`src/rtl/rf_scoreboard.sv`:
```
// Register file with WB read bypass, an R7 PC port and per-register pending-write
// counters that raise RAW and WAW-capacity stalls for the instruction in RR.
module rf_scoreboard #(
  parameter int DATA_W   = 16,
  parameter int NREG     = 8,
  parameter int MAX_INFL = 3
) (
  input  logic                       clk,
  input  logic                       rst,
  input  logic [$clog2(NREG)-1:0]    RF_A1_In,
  input  logic [$clog2(NREG)-1:0]    RF_A2_In,
  input  logic                       Use_A1_In,
  input  logic                       Use_A2_In,
  output logic [DATA_W-1:0]          RF_D1_Out,
  output logic [DATA_W-1:0]          RF_D2_Out,
  input  logic                       Issue_Valid_In,
  input  logic [$clog2(NREG)-1:0]    Issue_A3_In,
  input  logic                       Issue_Wr_En_In,
  input  logic [$clog2(NREG)-1:0]    RF_A3_From_WB_In,
  input  logic [DATA_W-1:0]          RF_D3_From_WB_In,
  input  logic                       RR_Write_En_In,
  input  logic [DATA_W-1:0]          PC_In,
  input  logic                       PC_Wr_En_In,
  input  logic                       Flush_In,
  output logic                       Stall_Out,
  output logic                       Issue_Accept_Out
);
  localparam int AW = $clog2(NREG);
  localparam int CW = 2;
  localparam logic [AW-1:0] PC_REG  = AW'(NREG - 1);
  localparam logic [CW-1:0] CNT_MAX = CW'(MAX_INFL);

  logic [DATA_W-1:0] regs_q [NREG];
  logic [DATA_W-1:0] regs_d [NREG];
  logic [CW-1:0]     cnt_q  [NREG];
  logic [CW-1:0]     cnt_d  [NREG];

  logic wb_hit_a1, wb_hit_a2, wb_hit_a3;
  logic raw1, raw2, waw;

  assign wb_hit_a1 = RR_Write_En_In && (RF_A3_From_WB_In == RF_A1_In);
  assign wb_hit_a2 = RR_Write_En_In && (RF_A3_From_WB_In == RF_A2_In);
  assign wb_hit_a3 = RR_Write_En_In && (RF_A3_From_WB_In == Issue_A3_In);

  // The same-cycle PC_In is deliberately not bypassed; only the WB port is.
  assign RF_D1_Out = wb_hit_a1 ? RF_D3_From_WB_In : regs_q[RF_A1_In];
  assign RF_D2_Out = wb_hit_a2 ? RF_D3_From_WB_In : regs_q[RF_A2_In];

  // A single outstanding write retiring this cycle is covered by the bypass.
  assign raw1 = Use_A1_In && (cnt_q[RF_A1_In] != '0) &&
                !(wb_hit_a1 && (cnt_q[RF_A1_In] == CW'(1)));
  assign raw2 = Use_A2_In && (cnt_q[RF_A2_In] != '0) &&
                !(wb_hit_a2 && (cnt_q[RF_A2_In] == CW'(1)));
  assign waw  = Issue_Wr_En_In && (cnt_q[Issue_A3_In] == CNT_MAX) && !wb_hit_a3;

  assign Stall_Out        = Issue_Valid_In && (raw1 || raw2 || waw);
  assign Issue_Accept_Out = Issue_Valid_In && !Stall_Out;

  always_comb begin
    regs_d = regs_q;
    if (PC_Wr_En_In) regs_d[PC_REG] = PC_In;
    // WB is applied last so it wins over a same-cycle PC write to R7.
    if (RR_Write_En_In) regs_d[RF_A3_From_WB_In] = RF_D3_From_WB_In;
  end

  always_comb begin
    cnt_d = cnt_q;
    for (int r = 0; r < NREG; r++) begin
      if (Flush_In) begin
        cnt_d[r] = '0;
      end else if (Issue_Accept_Out && Issue_Wr_En_In && (Issue_A3_In == AW'(r))) begin
        if (!(RR_Write_En_In && (RF_A3_From_WB_In == AW'(r))))
          cnt_d[r] = cnt_q[r] + CW'(1);
      end else if (RR_Write_En_In && (RF_A3_From_WB_In == AW'(r)) && (cnt_q[r] != '0)) begin
        cnt_d[r] = cnt_q[r] - CW'(1);
      end
    end
  end

  always_ff @(posedge clk or posedge rst) begin
    if (rst) begin
      for (int r = 0; r < NREG; r++) begin
        regs_q[r] <= '0;
        cnt_q[r]  <= '0;
      end
    end else begin
      regs_q <= regs_d;
      cnt_q  <= cnt_d;
    end
  end
endmodule
```
`config.mk`:
```
export PLATFORM = sky130hd
export DESIGN_NAME = rf_scoreboard
export DESIGN_NICKNAME = d
export VERILOG_FILES = /design/src/rtl/rf_scoreboard.sv
export SDC_FILE = /design/constraint.sdc
export NUM_CORES = 1
export LEC_CHECK = 0
export BUFFER_PORTS_ARGS = -buffer_cell sky130_fd_sc_hd__buf_2
export CORE_AREA = 3 3 131 133
export CTS_CLUSTER_SIZE = 28
export DETAILED_ROUTE_END_ITERATION = 10
export DIE_AREA = 0 0 134 136
export PLACE_DENSITY_LB_ADDON = 0.15
export RECOVER_POWER = 100
export SLEW_MARGIN = 20
export SYNTH_ARGS = -nofsm -noshare
export SYNTH_HDL_FRONTEND = slang
export SYNTH_SLANG_ARGS = --single-unit
```
`constraint.sdc`:
```
create_clock -name clk -period 5.15 [get_ports clk]
set_clock_uncertainty 0.15 [all_clocks]
set_input_delay 0.2575 -clock clk [delete_from_list [all_inputs] [get_ports clk]]
set_output_delay 0.2575 -clock clk [all_outputs]
set_load 0.01 [all_outputs]
```
==> results by group <==
Synth
  • Distinct cells, synth: 55
  • Top FF cell, synth: dfrtp_1
  • Flops & latches, synth: 144
  • Post-Synthesis Net Count: roughly 750
  • Syn Inst Count: 694
  • Post-synth ARST share: 100.0%
  • Post-synthesis compound-gate area fraction: under 10%
  • Simple-Gate Fraction of Synth Area: 7.677%
  • Register area share after synthesis: 41.25%
  • Synth Area in Adders: 0%
  • Avg Inst Size Synth: 12.59 um2
  • Largest family of logic cells by synthesized area: multiplexers
  • Xor-xnor portion of the synthesized cell area: under 10%
  • EDFF count, synth: 0
  • Yosys warns: 0
  • Synth Cell Area: roughly 8700 um2
  • Post-synthesis mux area share: 39.59%

Cells and area
  • Fin area: 9906 um2
  • Final core occ: between 60% and 70%
  • Fill count: approximately 1.3k
  • Area grow syn2layout: 13.39%
  • Final non-filler cell total: between 900 and 1k
  • Commonest cells after routing, fill and taps aside: dfrtp_1 (144), mux2_2 (111), mux4_2 (67), nor2_1 (64), a21oi_1 (57)
  • Ant diodes: 0
  • Net count, final: about 800
  • Fraction of layout cells with a size suffix above 1: between 30% and 40%
  • Most common cell after layout, fill and taps aside: dfrtp_1

Power
  • LEAKAGE: roughly 0.0042 uW
  • P per Cell Area: between 300 and 400 nW/um2
  • Total Power: roughly 3700 uW
  • Peak supply drop: 0.2512 mV

Timing
  • Unrepaired setup endpoints after global routing: false
  • Slew headroom: -49.18%
  • Fin. Hold Viols: 0
  • TNS Setup: 0 ns
  • Worst slew pin tran: 2.238 ns
  • Endpoints failing setup: 0
  • FMAX: between 0.2 and 0.3 GHz
  • Final period util: approximately three quarters
  • Period minus WS final: 3.760 ns
  • Slew Viols, Final: roughly 210

Clocking
  • Root Buffer: clkbuf_16
  • CTS sink count: around 140
  • # resized after CTS: 0
  • # hold bufs at CTS: 12
  • Clk Latency, worst-skew pair: 0.42 ns
  • Clk buf depth: 2
  • Clock Pin Slew Worst Setup and Hold Paths: 0.06 ns
  • Setup Buffers After CTS: 0
  • CTS tree: built
  • Number of buffers created by CTS: 17
  • H-tree depth: 4

Drt
  • Post-Route WL: about 23000 um
  • Routed Antenna Nets: 0
  • Drt via density: 6.287
  • Initial drt markers: approximately 370
  • # DRC: 0
  • Routed WL per cell: around 23 um
  • 1st-pass router iterations: 5
  • Vias: a little over 6k

Hold path
  • Hold Crit Class: in2reg

Worst setup path
  • CP arrival: 3.35 ns
  • Crit path required time: 4.74 ns
  • CP dominant cell by count: clkbuf_1
  • Top fanout value on the critical path: 20
  • Crit Path Class: in2out
  • Max stage delay cell, worst path: clkbuf_1
  • CP peak stage delay: roughly 1.2 ns
  • Crit path cell chain: clkbuf_1 -> xor2_1 -> or4_1 -> buf_4 -> a21oi_1 -> clkbuf_1
  • Crit path launch type: input pin
  • CP endpoint kind: output port
  • R2R setup slack: 2.26 ns

Placed design
  • DP HPWL: ~15000 um
  • Gpl congestion: 0.8506
  • Placed cell count: 940
  • Placed inst area: between 9000 and 10000 um2
  • IO buf count: 86

Run status
  • Failing checks: max-capacitance violations, max-slew violations
  • Status: finished, violations left

Floorplanning
  • IO Count: 87
  • Die W: 134 um
  • Die Ht: approximately 140 um
  • Initial Util: between 50% and 60%
  • # rows: 46
  • Die area: 18220 um2
  • Core Area: 15940 um2

GRT
  • GR Overflow Total: 0
  • Vias in the first global route: between 6k and 7k
  • All-Layer GR Usage: around a quarter
  • First-pass GRT wire length: 35970 um
  • Largest net degree at the start of global routing: roughly 100
  • Antenna violations before repair: 1

Flow run
  • Max Cap Viol: 6
[kinds of logic after synthesis]
group	count (synthesis)
multiplexers	237
flip-flops	144
AND/OR/NAND/NOR	131
AO/OA/AOI/OAI	93
buffers and inverters	79
XOR/XNOR	10
[through the flow]
stage          hold WS (ns)  setup slack, ns
2_1_floorplan        0.2751           0.8762
3_3_place_gp         0.3500            2.181
3_5_place_dp         0.3605            2.059
4_1_cts            0.001851            2.218
5_1_grt             0.02541            1.155
6_report           0.007681            1.390
[flip-flops by register name, summed over array words and instances, names as in the netlist]
| signal | flops |
|---|---|
| cnt_q | 16 |
| regs_q | 128 |
[power by group]
group | leakage [uW] | internal, uW | total (uW) | switching (uW)
logic | 0.00209 | 476 | 846 | 370
clock network | 0.000312 | 859 | 1330 | 471
registers | 0.00175 | 1340 | 1500 | 158
total | 0.00415 | 2680 | 3680 | 998
[final timing paths]
check	startpoint	end	cells past startpoint
setup / recovery	RF_A1_In[2]	RF_D1_Out[6]	6
max in group asynchronous	rst	regs_q[118]	4
min in group asynchronous	rst	regs_q[72]	3
hold / removal	PC_In[1]	regs_q[1]	3
hold reg to reg	regs_q[52]	regs_q[52]	1
setup reg to reg	cnt_q[8]	cnt_q[0]	7
[synth_stat cells (3+ instances only)]
cell	count	area share (%)
dfrtp_1	144	41
mux2_2	112	14
mux4_2	67	17
nor2_1	65	2.8
a21oi_1	57	3.3
mux2i_1	50	5.7
buf_1	34	1.5
clkbuf_1	28	1.2
nand2_1	11	0.47
inv_1	9	0.39
nor2b_1	9	0.64
xor2_1	9	0.90
buf_2	6	0.34
mux4_1	6	1.8
nand3_1	6	0.34
nor3_1	6	0.34
o211ai_1	6	0.52
nand2b_1	5	0.36
o21ai_0	5	0.29
a31oi_1	4	0.29
and3b_1	4	0.40
o41ai_1	4	0.40
and2_1	3	0.21
nor3b_1	3	0.26
[critical path, delay by kind of cell]
kind | cells | cell delay (ns)
buffers and inverters | 3 | 1.76
and+or+nand+nor | 1 | 0.87
xor gates and xnor gates | 1 | 0.30
AOI/OAI and AO/OA | 1 | 0.16
[final cells by class]
| cell class | instances | area, um2 | area share (%) |
|---|---|---|---|
| multi-input cells | 471 | 4776 | 48.21 |
| flip-flops and latches | 144 | 3603 | 36.38 |
| repair buffers | 112 | 579.3 | 5.848 |
| clock buffers | 22 | 484.2 | 4.888 |
| well taps | 216 | 270.3 | 2.728 |
| clock inverters | 9 | 155.1 | 1.566 |
| inverters | 9 | 37.54 | 0.3789 |
[layer usage]
metal	track usage (%)	part of all wire, %	vias up
li1	-	-	2742
met1	34.41	43	3191
met2	43.49	50	208
met3	5.514	6.0	37
met4	7.600	1.8	2
met5	0	0.040	-
Power figures use the tool's default switching activity.
